## src/rtl/nn_pkg.sv

```systemverilog
// ----------------------------------------------------------------------------
// nn_pkg
//    Shared types and defaults for the generated-network I/O sequencer slice.
//    seq_state_t       : top-level sequencer phases
//                        (LOAD, WAIT, RUN, DRAIN, DONE)
//    NN_DATA_W_DEF     : default signed data width for network words
// ----------------------------------------------------------------------------
package nn_pkg;

    typedef enum logic [2:0] {
        LOAD,
        WAIT,
        RUN,
        DRAIN,
        DONE
    } seq_state_t;

    localparam int NN_DATA_W_DEF = 8;

endpackage

```

## src/rtl/nn_out_streamer.sv

```systemverilog
// ----------------------------------------------------------------------------
// nn_out_streamer
//    Walks a result bank from address 0 to N_OUT-1 and presents each word on a
//    valid/ready port. The bank has a one-cycle read latency and the output
//    word is registered, so a word takes two cycles from address to port.
//    A one-entry skid register absorbs the read that is already in flight when
//    the consumer stalls. Without a stall, one word is delivered per cycle.
//
//    Ports
//       i_clk      clock, all logic on posedge
//       i_rst      synchronous reset, active-high
//       i_active   streaming enabled (sequencer is draining)
//       i_clear    rewind the read address for the next inference
//       o_raddr    read address into the result bank
//       i_rdata    result bank data, valid one cycle after o_raddr
//       o_valid    output word valid
//       o_data     output word
//       o_index    bank index of o_data
//       i_ready    consumer accepts o_data
//       o_last_hs  handshake on the final index in this cycle
// ----------------------------------------------------------------------------
module nn_out_streamer
    import nn_pkg::*;
#(
    parameter int DATA_W = NN_DATA_W_DEF,
    parameter int N_OUT  = 1,
    parameter int OA_W   = 1
) (
    input  logic              i_clk,
    input  logic              i_rst,
    input  logic              i_active,
    input  logic              i_clear,
    output logic [OA_W-1:0]   o_raddr,
    input  logic [DATA_W-1:0] i_rdata,
    output logic              o_valid,
    output logic [DATA_W-1:0] o_data,
    output logic [OA_W-1:0]   o_index,
    input  logic              i_ready,
    output logic              o_last_hs
);

    localparam logic [OA_W-1:0] LAST_OUT = OA_W'(N_OUT - 1);

    logic              r_all_issued;
    logic [OA_W-1:0]   r_raddr;
    logic              r_rd_vld;
    logic [OA_W-1:0]   r_rd_idx;
    logic              r_skid_vld;
    logic [DATA_W-1:0] r_skid_data;
    logic [OA_W-1:0]   r_skid_idx;
    logic              r_out_vld;
    logic [DATA_W-1:0] r_out_data;
    logic [OA_W-1:0]   r_out_idx;

    logic              w_hs;
    logic              w_out_load;
    logic              w_issue;
    logic [2:0]        w_occ;

    // Words that are stored or in flight, less the one leaving this cycle.
    // Issuing only while that stays below two means the output register plus
    // the skid register can always hold whatever returns from the bank, and
    // in steady flow (one stored, one in flight, one leaving) a new read still
    // goes out every cycle.
    always_comb begin
        w_hs       = r_out_vld & i_ready;
        w_out_load = ~r_out_vld | w_hs;
        w_occ      = {2'b00, r_out_vld} + {2'b00, r_skid_vld}
                   + {2'b00, r_rd_vld} - {2'b00, w_hs};
        w_issue    = i_active & ~r_all_issued & (w_occ < 3'd2);
    end

    // Read-address walk and the return path. The address stops at the last
    // index instead of wrapping. Returning data goes straight to the output
    // register when it is free. Otherwise it parks in the skid register.
    // The skid word always drains before newer data, so order is preserved.
    always_ff @(posedge i_clk) begin
        if (i_rst) begin
            r_all_issued <= 1'b0;
            r_raddr      <= '0;
            r_rd_vld     <= 1'b0;
            r_rd_idx     <= '0;
            r_skid_vld   <= 1'b0;
            r_skid_data  <= '0;
            r_skid_idx   <= '0;
            r_out_vld    <= 1'b0;
            r_out_data   <= '0;
            r_out_idx    <= '0;
        end else begin
            if (i_clear) begin
                r_all_issued <= 1'b0;
                r_raddr      <= '0;
            end else if (w_issue) begin
                if (r_raddr == LAST_OUT) begin
                    r_all_issued <= 1'b1;
                end else begin
                    r_raddr <= r_raddr + OA_W'(1);
                end
            end

            r_rd_vld <= w_issue;
            r_rd_idx <= r_raddr;

            if (w_out_load) begin
                if (r_skid_vld) begin
                    r_out_vld   <= 1'b1;
                    r_out_data  <= r_skid_data;
                    r_out_idx   <= r_skid_idx;
                    r_skid_vld  <= r_rd_vld;
                    r_skid_data <= i_rdata;
                    r_skid_idx  <= r_rd_idx;
                end else if (r_rd_vld) begin
                    r_out_vld  <= 1'b1;
                    r_out_data <= i_rdata;
                    r_out_idx  <= r_rd_idx;
                end else begin
                    r_out_vld <= 1'b0;
                end
            end else if (r_rd_vld) begin
                r_skid_vld  <= 1'b1;
                r_skid_data <= i_rdata;
                r_skid_idx  <= r_rd_idx;
            end
        end
    end

    assign o_raddr   = r_raddr;
    assign o_valid   = r_out_vld;
    assign o_data    = r_out_data;
    assign o_index   = r_out_idx;
    assign o_last_hs = w_hs & (r_out_idx == LAST_OUT);

endmodule

```

## src/rtl/nn_io_sequencer.sv

```systemverilog
// ----------------------------------------------------------------------------
// nn_io_sequencer
//    Loads N_IN signed words serially into the layer-0 input memory. Then it
//    runs an N_LAYERS request/acknowledge chain. Finally it streams N_OUT
//    results from the last layer's bank out on a valid/ready port.
//    Phases: LOAD -> WAIT -> RUN -> DRAIN -> DONE -> LOAD.
//
//    Optional feature macro: NN_ARGMAX_EN. When defined, the block adds
//    o_argmax_idx and o_argmax_vld. These report the index of the largest
//    delivered result (signed; on a tie the lower index wins).
//
//    Ports
//       i_clk          clock, all logic on posedge
//       i_rst          synchronous reset, active-high
//       i_fill         input word present on i_in_data (sampled in LOAD)
//       i_in_data      signed input word
//       o_ack_fill     all N_IN words stored
//       i_req          start inference (level)
//       o_in_we        layer-0 input memory write strobe
//       o_in_addr      layer-0 input memory write address
//       o_in_wdata     layer-0 input memory write data
//       o_layer_req    per-layer request (level)
//       i_layer_ack    per-layer done (level)
//       o_out_raddr    read address into last-layer result bank
//       i_out_rdata    result data, valid one cycle after o_out_raddr
//       o_out_valid    result word valid
//       o_out_data     result word
//       o_out_index    index of o_out_data
//       i_out_ready    consumer accepts o_out_data
//       o_ack_network  inference complete, all outputs delivered
//       o_busy         sequencer is not in LOAD
//       o_argmax_idx   (NN_ARGMAX_EN) index of largest delivered result
//       o_argmax_vld   (NN_ARGMAX_EN) o_argmax_idx is meaningful
// ----------------------------------------------------------------------------
module nn_io_sequencer
    import nn_pkg::*;
#(
    parameter int  DATA_W   = NN_DATA_W_DEF,
    parameter int  N_IN     = 3,
    parameter int  N_OUT    = 1,
    parameter int  N_LAYERS = 2,
    localparam int IA_W     = ($clog2(N_IN) > 0) ? $clog2(N_IN) : 1,
    localparam int OA_W     = ($clog2(N_OUT) > 0) ? $clog2(N_OUT) : 1
) (
    input  logic                i_clk,
    input  logic                i_rst,
    input  logic                i_fill,
    input  logic [DATA_W-1:0]   i_in_data,
    output logic                o_ack_fill,
    input  logic                i_req,
    output logic                o_in_we,
    output logic [IA_W-1:0]     o_in_addr,
    output logic [DATA_W-1:0]   o_in_wdata,
    output logic [N_LAYERS-1:0] o_layer_req,
    input  logic [N_LAYERS-1:0] i_layer_ack,
    output logic [OA_W-1:0]     o_out_raddr,
    input  logic [DATA_W-1:0]   i_out_rdata,
    output logic                o_out_valid,
    output logic [DATA_W-1:0]   o_out_data,
    output logic [OA_W-1:0]     o_out_index,
    input  logic                i_out_ready,
    output logic                o_ack_network,
    output logic                o_busy
`ifdef NN_ARGMAX_EN
    ,
    output logic [OA_W-1:0]     o_argmax_idx,
    output logic                o_argmax_vld
`endif
);

    localparam logic [IA_W-1:0] LAST_IN = IA_W'(N_IN - 1);

    seq_state_t            r_state;
    seq_state_t            w_next_state;
    logic [IA_W-1:0]       r_load_cnt;
    logic                  r_in_we;
    logic [IA_W-1:0]       r_in_addr;
    logic [DATA_W-1:0]     r_in_wdata;
    logic                  r_ack_fill;
    logic [N_LAYERS-1:0]   r_layer_req;
    logic                  r_ack_network;

    logic                  w_load_word;
    logic                  w_load_last;
    logic                  w_start;
    logic                  w_chain_done;
    logic                  w_drain;
    logic                  w_exit;
    logic                  w_last_hs;
    logic                  w_out_valid;
    logic [DATA_W-1:0]     w_out_data;
    logic [OA_W-1:0]       w_out_index;

    // Phase events shared by the FSM and the datapath. The last layer's
    // acknowledge only counts once its own request is up. An early or stray
    // ack cannot skip the chain.
    always_comb begin
        w_load_word  = (r_state == LOAD) & i_fill;
        w_load_last  = w_load_word & (r_load_cnt == LAST_IN);
        w_start      = (r_state == WAIT) & i_req;
        w_chain_done = (r_state == RUN) & i_layer_ack[N_LAYERS-1]
                     & r_layer_req[N_LAYERS-1];
        w_drain      = (r_state == DRAIN);
        w_exit       = (r_state == DONE) & ~i_req;
    end

    // State register. Reset wins from any phase on the same edge.
    always_ff @(posedge i_clk) begin
        if (i_rst) begin
            r_state <= LOAD;
        end else begin
            r_state <= w_next_state;
        end
    end

    // Next-phase decision. A req seen while still loading is deliberately not
    // remembered. Only req as seen in WAIT starts the chain. Leaving DONE waits
    // for req to fall, so one held req cannot launch a second inference.
    always_comb begin
        w_next_state = r_state;
        case (r_state)
            LOAD:    if (w_load_last)  w_next_state = WAIT;
            WAIT:    if (w_start)      w_next_state = RUN;
            RUN:     if (w_chain_done) w_next_state = DRAIN;
            DRAIN:   if (w_last_hs)    w_next_state = DONE;
            DONE:    if (w_exit)       w_next_state = LOAD;
            default: w_next_state = LOAD;
        endcase
    end

    // Input write port, load counter and the handshake flags. Each accepted
    // word appears on the write port one cycle later. The counter parks on the
    // last address instead of wrapping and is only rewound on the way out of
    // DONE. Requests ripple one layer per acknowledge and stay raised until
    // the whole inference has been handed back.
    always_ff @(posedge i_clk) begin
        if (i_rst) begin
            r_load_cnt    <= '0;
            r_in_we       <= 1'b0;
            r_in_addr     <= '0;
            r_in_wdata    <= '0;
            r_ack_fill    <= 1'b0;
            r_layer_req   <= '0;
            r_ack_network <= 1'b0;
        end else begin
            r_in_we <= w_load_word;
            if (w_load_word) begin
                r_in_addr  <= r_load_cnt;
                r_in_wdata <= i_in_data;
                if (!w_load_last) begin
                    r_load_cnt <= r_load_cnt + IA_W'(1);
                end
            end
            if (w_load_last) begin
                r_ack_fill <= 1'b1;
            end

            if (w_start) begin
                r_layer_req[0] <= 1'b1;
            end
            if (r_state == RUN) begin
                for (int k = 0; k < N_LAYERS - 1; k++) begin
                    if (i_layer_ack[k] && r_layer_req[k]) begin
                        r_layer_req[k+1] <= 1'b1;
                    end
                end
            end

            if (w_drain && w_last_hs) begin
                r_ack_network <= 1'b1;
            end

            if (w_exit) begin
                r_load_cnt    <= '0;
                r_ack_fill    <= 1'b0;
                r_layer_req   <= '0;
                r_ack_network <= 1'b0;
            end
        end
    end

    nn_out_streamer #(
        .DATA_W (DATA_W),
        .N_OUT  (N_OUT),
        .OA_W   (OA_W)
    ) u_streamer (
        .i_clk     (i_clk),
        .i_rst     (i_rst),
        .i_active  (w_drain),
        .i_clear   (w_exit),
        .o_raddr   (o_out_raddr),
        .i_rdata   (i_out_rdata),
        .o_valid   (w_out_valid),
        .o_data    (w_out_data),
        .o_index   (w_out_index),
        .i_ready   (i_out_ready),
        .o_last_hs (w_last_hs)
    );

    assign o_ack_fill    = r_ack_fill;
    assign o_in_we       = r_in_we;
    assign o_in_addr     = r_in_addr;
    assign o_in_wdata    = r_in_wdata;
    assign o_layer_req   = r_layer_req;
    assign o_out_valid   = w_out_valid;
    assign o_out_data    = w_out_data;
    assign o_out_index   = w_out_index;
    assign o_ack_network = r_ack_network;
    assign o_busy        = (r_state != LOAD);

`ifdef NN_ARGMAX_EN
    logic signed [DATA_W-1:0] r_max;
    logic [OA_W-1:0]          r_argmax_idx;
    logic                     r_argmax_vld;
    logic                     w_out_hs;

    assign w_out_hs = w_out_valid & i_out_ready;

    // Running signed maximum over delivered words. Index 0 always arrives
    // first and seeds the maximum. After that, only a strictly larger word
    // replaces it, so ties keep the earlier (lower) index. The result is
    // flagged valid for the whole of DONE.
    always_ff @(posedge i_clk) begin
        if (i_rst) begin
            r_max        <= '0;
            r_argmax_idx <= '0;
            r_argmax_vld <= 1'b0;
        end else begin
            if (w_out_hs && ((w_out_index == '0) || ($signed(w_out_data) > r_max))) begin
                r_max        <= $signed(w_out_data);
                r_argmax_idx <= w_out_index;
            end
            if (w_drain && w_last_hs) begin
                r_argmax_vld <= 1'b1;
            end
            if (w_exit) begin
                r_argmax_vld <= 1'b0;
            end
        end
    end

    assign o_argmax_idx = r_argmax_idx;
    assign o_argmax_vld = r_argmax_vld;
`endif

endmodule

```

## config.mk

```make
export PLATFORM = sky130hd
export DESIGN_NAME = nn_io_sequencer
export DESIGN_NICKNAME = d
export VERILOG_FILES = /design/src/rtl/nn_pkg.sv /design/src/rtl/nn_out_streamer.sv /design/src/rtl/nn_io_sequencer.sv
export SDC_FILE = /design/constraint.sdc
export NUM_CORES = 1
export LEC_CHECK = 0
export CAP_MARGIN = 20
export CORE_ASPECT_RATIO = 1.2
export CORE_MARGIN = 2
export CORE_UTILIZATION = 50
export DETAILED_ROUTE_END_ITERATION = 7
export PLACE_DENSITY = 0.84
export RECOVER_POWER = 25
export SLEW_MARGIN = 20
export SYNTH_ARGS = -nofsm -noshare
export SYNTH_HDL_FRONTEND = slang
export SYNTH_SLANG_ARGS = --single-unit
```

## constraint.sdc

```tcl
create_clock -name i_clk -period 5.3 [get_ports i_clk]
set_input_delay 1.59 -clock i_clk [delete_from_list [all_inputs] [get_ports i_clk]]
set_output_delay 1.59 -clock i_clk [all_outputs]
set_load 0.005 [all_outputs]
```

### Word-level counts from Yosys, hierarchy flattened

Index checks and enable logic that the tools add are counted.

* logic and storage cells: 86
* bits of input ports: 23
* register bits: 44

* reduce and logical (&&, ||, !) cells: 13
* bitwise operators: 17
* multiplexer cells: 20
* $add $sub $neg: 5
* magnitude comparators: 1
* equal/unequal tests: 11

Operator list (count)
* 2-to-1 mux 8 bit: 4
* 2-to-1 mux 3 bit: 5
* one-hot mux 3 bit (5 select lines): 1
* AND 1 bit: 10
* 2-to-1 mux 1 bit: 10
* AND reduction 2 bit: 5
* != test 2 bit, second input constant: 4
* equality test 3 x 2 -> 1 bit, second input constant: 2
* NOT 1 bit: 6
* AND reduction 5 bit: 1
* != test 2 x 1 -> 1 bit, second input constant: 2
* nonzero test 2 bit: 2
* adder 3 x 1 -> 3 bit: 1
* equality test 3 x 1 -> 1 bit, second input constant: 1
* equality test 3 bit, second input constant: 1
* logical NOT 3 bit: 1
* < comparator 3 x 2 -> 1 bit, second input constant: 1
* nonzero test 3 bit: 1
* subtractor 3 x 1 -> 3 bit: 1
* adder 1 x 1 -> 2 bit: 1
* adder 2 x 1 -> 2 bit, second input constant: 1
* equality test 2 bit, second input constant: 1
* logical AND 1 bit: 2
* OR reduction 2 bit: 1
* other kinds (2): 2

### Logic depth before layout (Yosys ltp)

Gate-level depths: netlist of run 1.

* depth after elaboration: 6
* depth in mapped cells: 6
* mapped depth without buffers: 6

### Cells and area by module

Synthesis of run 1 repeated with hierarchy kept, for this count alone.

* cells, all modules: 194
* area, all modules: 1800.5 µm²

By module, submodules not included
* nn_out_streamer: area an instance 983.4 µm², instances 1, cells an instance 99
* nn_io_sequencer: area an instance 817.0 µm², instances 1, cells an instance 95

### Worst setup path before layout of run 1

OpenSTA, ideal clock, no wires.

* kind: in2reg
* start: in i_out_ready
* end: reg u_streamer.r_all_issued
* path slack: 2.513 ns
* arrival: 2.713 ns
* buffers on the path: 0
* required time: 5.226 ns
* cell stages on the path: 6
* cell sequence: and2_1 ha_1 nor2b_1 xnor2_1 or4_1 o21ai_0

* longest elaborated chain between the ends: 5

Ends and longest elaborated chain
* from (decl): line nn_io_sequencer.sv:61 `input logic i_out_ready,`
* AND 1 bit: line nn_out_streamer.sv:66 `w_hs = r_out_vld & i_ready;`
* subtractor 3 x 1 -> 3 bit: line nn_out_streamer.sv:69 `+ {2'b00, r_rd_vld} - {2'b00, w_hs};`
* < comparator 3 x 2 -> 1 bit: line nn_out_streamer.sv:70 `w_issue = i_active & ~r_all_issued & (w_occ < 3'd2);`
* AND 1 bit: line nn_out_streamer.sv:70
* AND reduction 2 bit (no source line)
* to (signal assigned): line nn_out_streamer.sv:79 `r_all_issued <= 1'b0;`
* to (signal assigned): line nn_out_streamer.sv:91 `r_all_issued <= 1'b0;`
* to (signal assigned): line nn_out_streamer.sv:95 `r_all_issued <= 1'b1;`
* to (decl): line nn_out_streamer.sv:44 `logic r_all_issued;`

No other way between the ends.
A chain may end at the register's enable or synchronous reset.

==> results of run 1 <==
per-layer routing:
| metal | part of all wire (%) | GRT usage [%] |
|---|---|---|
| met5 | 0 | 0 |
| met4 | 1.4 | 6.25 |
| met3 | 6.3 | 5.75 |
| met2 | 49 | 36.3 |
| met1 | 43 | 20.9 |
metrics by stage:
stage | utilization, % | hold slack, ns | cells | instance area [um2]
floorplan | - | 0.391 | 185 | 1670
global placement | 68.3 | 0.406 | 257 | 2120
detailed placement | 68.3 | 0.413 | 257 | 2120
CTS | 70.8 | 0.436 | 265 | 2200
global route | 70.6 | 0.460 | 265 | 2200
finish | 70.6 | 0.438 | 265 | 2200
state kept, by name, indices dropped and copies added, names as in the netlist:
| register | count |
|---|---|
| o_ack_fill | 1 |
| o_in_we | 1 |
| u_streamer.r_skid_vld | 1 |
| u_streamer.r_all_issued | 1 |
| o_ack_network | 1 |
| o_in_addr | 2 |
| r_state | 3 |
| u_streamer.o_data | 8 |
| u_streamer.o_valid | 1 |
| u_streamer.r_rd_vld | 1 |
| r_load_cnt | 2 |
| o_in_wdata | 8 |
| u_streamer.r_skid_data | 8 |
| o_layer_req | 2 |
worst reg2reg max path, stage by stage (launching register included):
cell and delay (ns):
dfxtp_1 0.75, nor2_1 0.11, nor2_1 0.77, nor2_1 0.09, a211oi_1 0.23
Yosys cell counts (2+ instances only):
| library cell | number |
|---|---|
| xnor2_1 | 3 |
| nand2_1 | 24 |
| mux2i_1 | 16 |
| buf_1 | 2 |
| nor2_1 | 27 |
| ha_1 | 3 |
| a211oi_1 | 8 |
| inv_1 | 4 |
| nor2b_1 | 3 |
| clkbuf_1 | 2 |
| buf_2 | 5 |
| o21ai_0 | 4 |
| nor3_1 | 3 |
| buf_4 | 2 |
| dfxtp_1 | 40 |
| a21oi_1 | 19 |
final cells by class:
class | instances | area (um2)
fill | 259 | 913
sequential | 40 | 801
multi-input combinational | 129 | 782
timing repair buffer | 48 | 478
tap | 36 | 45.0
clock buffer | 6 | 41.3
clock inverter | 2 | 35.0
inverter | 4 | 15.0
kinds of logic after synthesis:
kind of cell / count (synthesis) / share of synthesized area (%)
mux: 17 / 10.5
buf+inv: 16 / 4.89
simple gates: 68 / 19.2
compound gates: 36 / 13.3
flops: 40 / 48.1
fa+ha+maj: 3 / 2.26
other cells: 1 / 0.225
xor+xnor: 3 / 1.58
worst paths after layout:
| kind | endpoint | start | slack [ns] | depth (start not counted) |
|---|---|---|---|---|
| max | r_state[0]$_SDFFE_PP0P_ | i_rst | 2.08 | 5 |
| min | u_streamer.r_rd_vld$_SDFF_PP0_ | u_streamer.r_all_issued$_SDFFE_PP0P_ | 0.44 | 1 |
| min reg2reg | u_streamer.r_rd_vld$_SDFF_PP0_ | u_streamer.r_all_issued$_SDFFE_PP0P_ | 0.44 | 1 |
| max reg2reg | u_streamer.o_data[2]$_SDFFE_PP0P_ | u_streamer.r_skid_vld$_SDFFE_PP0P_ | 3.28 | 4 |
power by group:
| group | switching, mW | total [mW] | internal (mW) | leakage (nW) |
|---|---|---|---|---|
| Sequential | 0.0253 | 0.355 | 0.330 | 0.325 |
| Clock | 0.0958 | 0.195 | 0.0989 | 0.0422 |
| Combinational | 0.0786 | 0.169 | 0.0906 | 0.469 |
| Total | 0.200 | 0.719 | 0.519 | 0.836 |
==> metrics.cfg, run 1 <==
[layout]
final_cell_mix = clkdlybuf4s50_1 (43), dfxtp_1 (40), nor2_1 (27)
nets = 254
final_common_cell = clkdlybuf4s50_1
drive_above_1_share_pct = 5.24
antenna_cells = 0
syn2layout_area_growth_pct = 32.0

[timing]
skew_ns = 0.00560
fmax_mhz = 311
period_share_pct = 60.7
worstMarginPinSlew_ns = 0.987
maxSlewViolCount = 0
finalSetupTns_ns = 0
setup_viol = 0
hold_viol_final = 0
fin_crit_ns = 3.22
max_slew_margin_pct = 33.9
fin_ws_ns = 2.08
rsz0062_at_grt = no

[floorplanning]
ios = 50
core_area_um2 = 3110
die_w_um = 56.7
die_y_um = 67.2
initial_core_util_pct = 53.5
row_count = 22
die-area_um2 = 3810

[route]
wirelength_mm = 3.33
drt_iter0_drc = 46
dr_total_vias = 1408
ant_nets = 0
drc_errors = 0
detail_route.vias_per_cell = 5.31
drtPass1Iterations = 4
wl_per_cell_um = 12.5

[global_route]
antenna_found_initial = 0
track_usage_pct = 19.4
grt_pass1_vias = 1354
grt_remaining_overflow = 0
grt_max_degree = 21
grt_pass1_wl_mm = 5.76

[placed_design]
globalplace.congestion = 0.812
dp_hpwl_mm = 2.41
port_buffers = 47
pre_cts_ws_ns = 1.77

[cts]
tritoncts = done
clk_latency_ns = 0.34
post_cts_resized = 0
clock_path_buffers = 2
clockRootBuffer = clkbuf_4
postCtsSetupRepairBufs = 0
clk_pin_slew_ns = 0.11
cts_max_level = 2
cts_buffers = 5
clock_sinks = 40
hold_buffers = 0

[power_and_ir_drop]
ir_drop_mv = 0.381
power.leakage_nw = 0.836
p_per_area_nw_per_um2 = 327
total_power_mw = 0.719

[setup_path]
cp-start-kind = input port
slowest_delay_ns = 0.96
cp_slowest_cell = dlygate4sd3_1
cp-end-kind = register
criticalPathCategory = in -> reg
cp.required_ns = 5.54
crit_buf_inv = 2
cp.arrival_ns = 3.46
cp_top_family = buffers and inverters
path_max_fanout = 20
path_cells = dlygate4sd3_1 -> buf_4 -> or3_1 -> o32ai_1 -> a211o_1

[hold_path]
hp-class = reg -> reg

[yosys]
ys_async_sr_fraction_pct = 0
yosys_warnings = 0
yosys.area.top_type = dfxtp_1
netlist_instances = 184
ys_ff_latch = 40
avgSynthCellArea_um2 = 9.04
synth-edff-count = 0
ys.flop_type = dfxtp_1
synth_area_leaders = dfxtp_1 (48%), mux2i_1 (9.6%), nor2_1 (6.1%), a21oi_1 (5.7%), nand2_1 (5.4%)
syn-cell-area_um2 = 1660
post-synth-top-area-fraction_pct = 48.1
ys_seq_area_share_pct = 48.1
ys_types = 35

[outcome]
status = finished, final reports clean

[job]
cap_violations = 0

(Power assumes the default switching activity.)
==> inputs of run 2 (changes only) <==
--- a/config.mk
+++ b/config.mk
@@ -8,9 +8,9 @@
 export CAP_MARGIN = 20
 export CORE_ASPECT_RATIO = 1.2
 export CORE_MARGIN = 2
-export CORE_UTILIZATION = 50
+export CORE_UTILIZATION = 46
 export DETAILED_ROUTE_END_ITERATION = 7
-export PLACE_DENSITY = 0.84
+export PLACE_DENSITY = 0.78
 export RECOVER_POWER = 25
 export SLEW_MARGIN = 20
 export SYNTH_ARGS = -nofsm -noshare
==> constraint.sdc (replaced) <==
create_clock -name i_clk -period 3.1 [get_ports i_clk]
set_input_delay 0.93 -clock i_clk [delete_from_list [all_inputs] [get_ports i_clk]]
set_output_delay 0.93 -clock i_clk [all_outputs]
set_load 0.005 [all_outputs]
==> run 2 against run 1 <==
Against the previous run: the flow now finishes with violations (design-rule violations); register-to-register slack got worse by 1.8 ns; clock-buffer cell count rose by 1; global-route usage fell by 1.9 points; setup slack got worse by 1.6 ns; via count rose by 0.28%; clock power rose by 82%; sequential power rose by 71%; hold slack got worse by 0.032 ns; final area rose by 2.2%; largest power group unchanged; highest routed layer unchanged.
==> metrics.cfg, run 2 (synthesis results as in run 1) <==
[hold_path]
worstHoldStart = u_streamer.r_all_issued$_SDFFE_PP0P_  ; unchanged
hold_depth = 1  ; unchanged
hold_end = u_streamer.r_rd_vld$_SDFF_PP0_  ; unchanged
hp-class = reg -> reg  ; unchanged

[timing]
fin_crit_ns = 2.64
skew_ns = 0.00867  ; was 0.00560 ns
rsz0062_at_grt = no  ; unchanged
fmax_mhz = 379
maxSlewViolCount = 0  ; unchanged
setup_viol = 0  ; unchanged
hold_viol_final = 0  ; unchanged
worstMarginPinSlew_ns = 1.33  ; was 0.987 ns
period_share_pct = 85.1
finalSetupTns_ns = 0  ; unchanged
max_slew_margin_pct = 11.1  ; was 33.9%

[route]
drt_iter0_drc = 64  ; was 46
wl_met2_mm = 1.63  ; was 1.64 mm
wl_per_cell_um = 12.2  ; was 12.5 um
drc_errors = 7  ; was 0
ant_nets = 0  ; unchanged
met3_length_um = 257  ; was 211 um
drt-met1-wl_mm = 1.36  ; was 1.43 mm
drtPass1Iterations = 6  ; was 4
detail_route.vias_per_cell = 5.23  ; was 5.31
dr_total_vias = 1412  ; was 1408
wirelength_mm = 3.29  ; was 3.33 mm
routed.top_layer = met4  ; unchanged

[cts]
post_cts_resized = 0  ; unchanged
cts_buffers = 5  ; unchanged
clock_path_buffers = 2  ; unchanged
clk_latency_ns = 0.29  ; was 0.34 ns
tritoncts = done  ; unchanged
clk_pin_slew_ns = 0.08  ; was 0.11 ns
clock_sinks = 40  ; unchanged
clockRootBuffer = clkbuf_8  ; was clkbuf_4
hold_buffers = 0  ; unchanged
postCtsSetupRepairBufs = 0  ; unchanged
cts_max_level = 2  ; unchanged

[global_route]
grt_max_degree = 32  ; was 21
grt_pass1_wl_mm = 5.60  ; was 5.76 mm
antenna_found_initial = 0  ; unchanged
track_usage_pct = 17.5  ; was 19.4%
grt_pass1_vias = 1313  ; was 1354
grt_remaining_overflow = 0  ; unchanged

[job]
cap_violations = 0  ; unchanged

[setup_path]
cp.required_ns = 3.22  ; was 5.54 ns
cp-start-kind = input port  ; unchanged
rrSetupSlack_ns = 1.46  ; was 3.28 ns
reg2regPathDepth = 6  ; was 4
path_max_fanout = 31  ; was 20
cp-end-kind = register  ; unchanged
r2r_end = u_streamer.r_all_issued$_SDFFE_PP0P_  ; was u_streamer.o_data[2]$_SDFFE_PP0P_
cp.arrival_ns = 2.75  ; was 3.46 ns
criticalPathCategory = in -> reg  ; unchanged
timing.rr.start = u_streamer.o_valid$_SDFFE_PP0N_  ; was u_streamer.r_skid_vld$_SDFFE_PP0P_

[layout]
multi_input_area_um2 = 786  ; was 782 um2
seqCellArea_um2 = 801  ; unchanged
drive_above_1_share_pct = 6.87  ; was 5.24%
antenna_cells = 0  ; unchanged
fill_cells = 318  ; was 259
final_cell_mix = clkdlybuf4s50_1 (45), dfxtp_1 (40), nor2_1 (27)  ; was clkdlybuf4s50_1 (43), dfxtp_1 (40), nor2_1 (27)
final_common_cell = clkdlybuf4s50_1  ; unchanged
design_area_um2 = 2250  ; was 2200 um2
syn2layout_area_growth_pct = 35.0  ; was 32.0%
nets = 258  ; was 254

[floorplanning]
die-area_um2 = 4120  ; was 3810 um2
core_area_um2 = 3400  ; was 3110 um2
die_w_um = 58.9  ; was 56.7 um
initial_core_util_pct = 49.0  ; was 53.5%
die_y_um = 69.9  ; was 67.2 um
row_count = 23  ; was 22
ios = 50  ; unchanged

[placed_design]
dp_hpwl_mm = 2.35  ; was 2.41 mm
globalplace.congestion = 0.836  ; was 0.812
port_buffers = 47  ; unchanged
placed_area_um2 = 2160  ; was 2120 um2

[outcome]
status = finished, violations left  ; was finished, final reports clean
violations = design-rule violations

[power_and_ir_drop]
p_per_area_nw_per_um2 = 557  ; was 327 nW/um2
power.leakage_nw = 0.856  ; was 0.836 nW
ir_drop_mv = 0.364  ; was 0.381 mV

## run 2: power breakdown
group / total (mW) / internal [mW] / switching, mW
Clock: 0.354 / 0.181 / 0.173
Sequential: 0.607 / 0.564 / 0.0433
Combinational: 0.290 / 0.159 / 0.132
## run 2: cell type report
| cell class | count | area share (%) |
|---|---|---|
| clock buffers | 7 | 3.84 |
| clock inverters | 1 | 0.334 |
| inverters | 4 | 0.669 |
| multi-input cells | 129 | 35.0 |
| flip-flops and latches | 40 | 35.7 |
| well taps | 37 | 2.06 |
| repair buffers | 52 | 22.5 |
## run 2: how the worst max path moves through the flow
stage | startpoint | endpoint | slack, ns | depth (start not counted)
after CTS | r_state[0]$_SDFFE_PP0P_ | o_busy | 0.63 | 3
after global routing | i_rst | u_streamer.o_data[2]$_SDFFE_PP0P_ | 0.31 | 3
after global placement | i_out_ready | u_streamer.r_rd_vld$_SDFF_PP0_ | 0.45 | 7
final | i_rst | r_state[1]$_SDFFE_PP0P_ | 0.46 | 3
after detailed placement | i_out_ready | u_streamer.r_all_issued$_SDFFE_PP0P_ | 0.40 | 7
after floorplan | i_out_ready | u_streamer.r_all_issued$_SDFFE_PP0P_ | 0.97 | 6
## run 2: per-stage QoR
stage          hold WS (ns)  power, mW  instances  utilization [%]  setup slack, ns
3_5_place_dp          0.408      0.915        262             63.5            0.401
5_1_grt               0.410       1.32        270             66.1            0.313
2_1_floorplan         0.391      0.787        185                -            0.973
6_report              0.406       1.25        270             66.1            0.463
4_1_cts               0.401       1.27        270             66.2            0.634
3_3_place_gp          0.403      0.909        262             63.5            0.450
## run 2: per-layer routing
metal / vias up / global-route usage (%)
met2: 43 / 29.6
met4: 0 / 5.56
li1: 719 / -
met3: 7 / 6.48
met1: 643 / 19.9
met5: - / 0
## run 2: critical path, stage by stage
cell and delay [ns]:
dlygate4sd3_1 0.68, clkbuf_1 1.01, nor3_1 0.12
==> inputs of run 3 (changes only) <==
--- a/config.mk
+++ b/config.mk
@@ -12,7 +12,7 @@
 export DETAILED_ROUTE_END_ITERATION = 7
 export PLACE_DENSITY = 0.78
 export RECOVER_POWER = 25
-export SLEW_MARGIN = 20
+export SLEW_MARGIN = 5
 export SYNTH_ARGS = -nofsm -noshare
 export SYNTH_HDL_FRONTEND = slang
 export SYNTH_SLANG_ARGS = --single-unit
==> results of run 3 <==
Same layout as run 2: the final DEF is identical, and so are final timing and power.
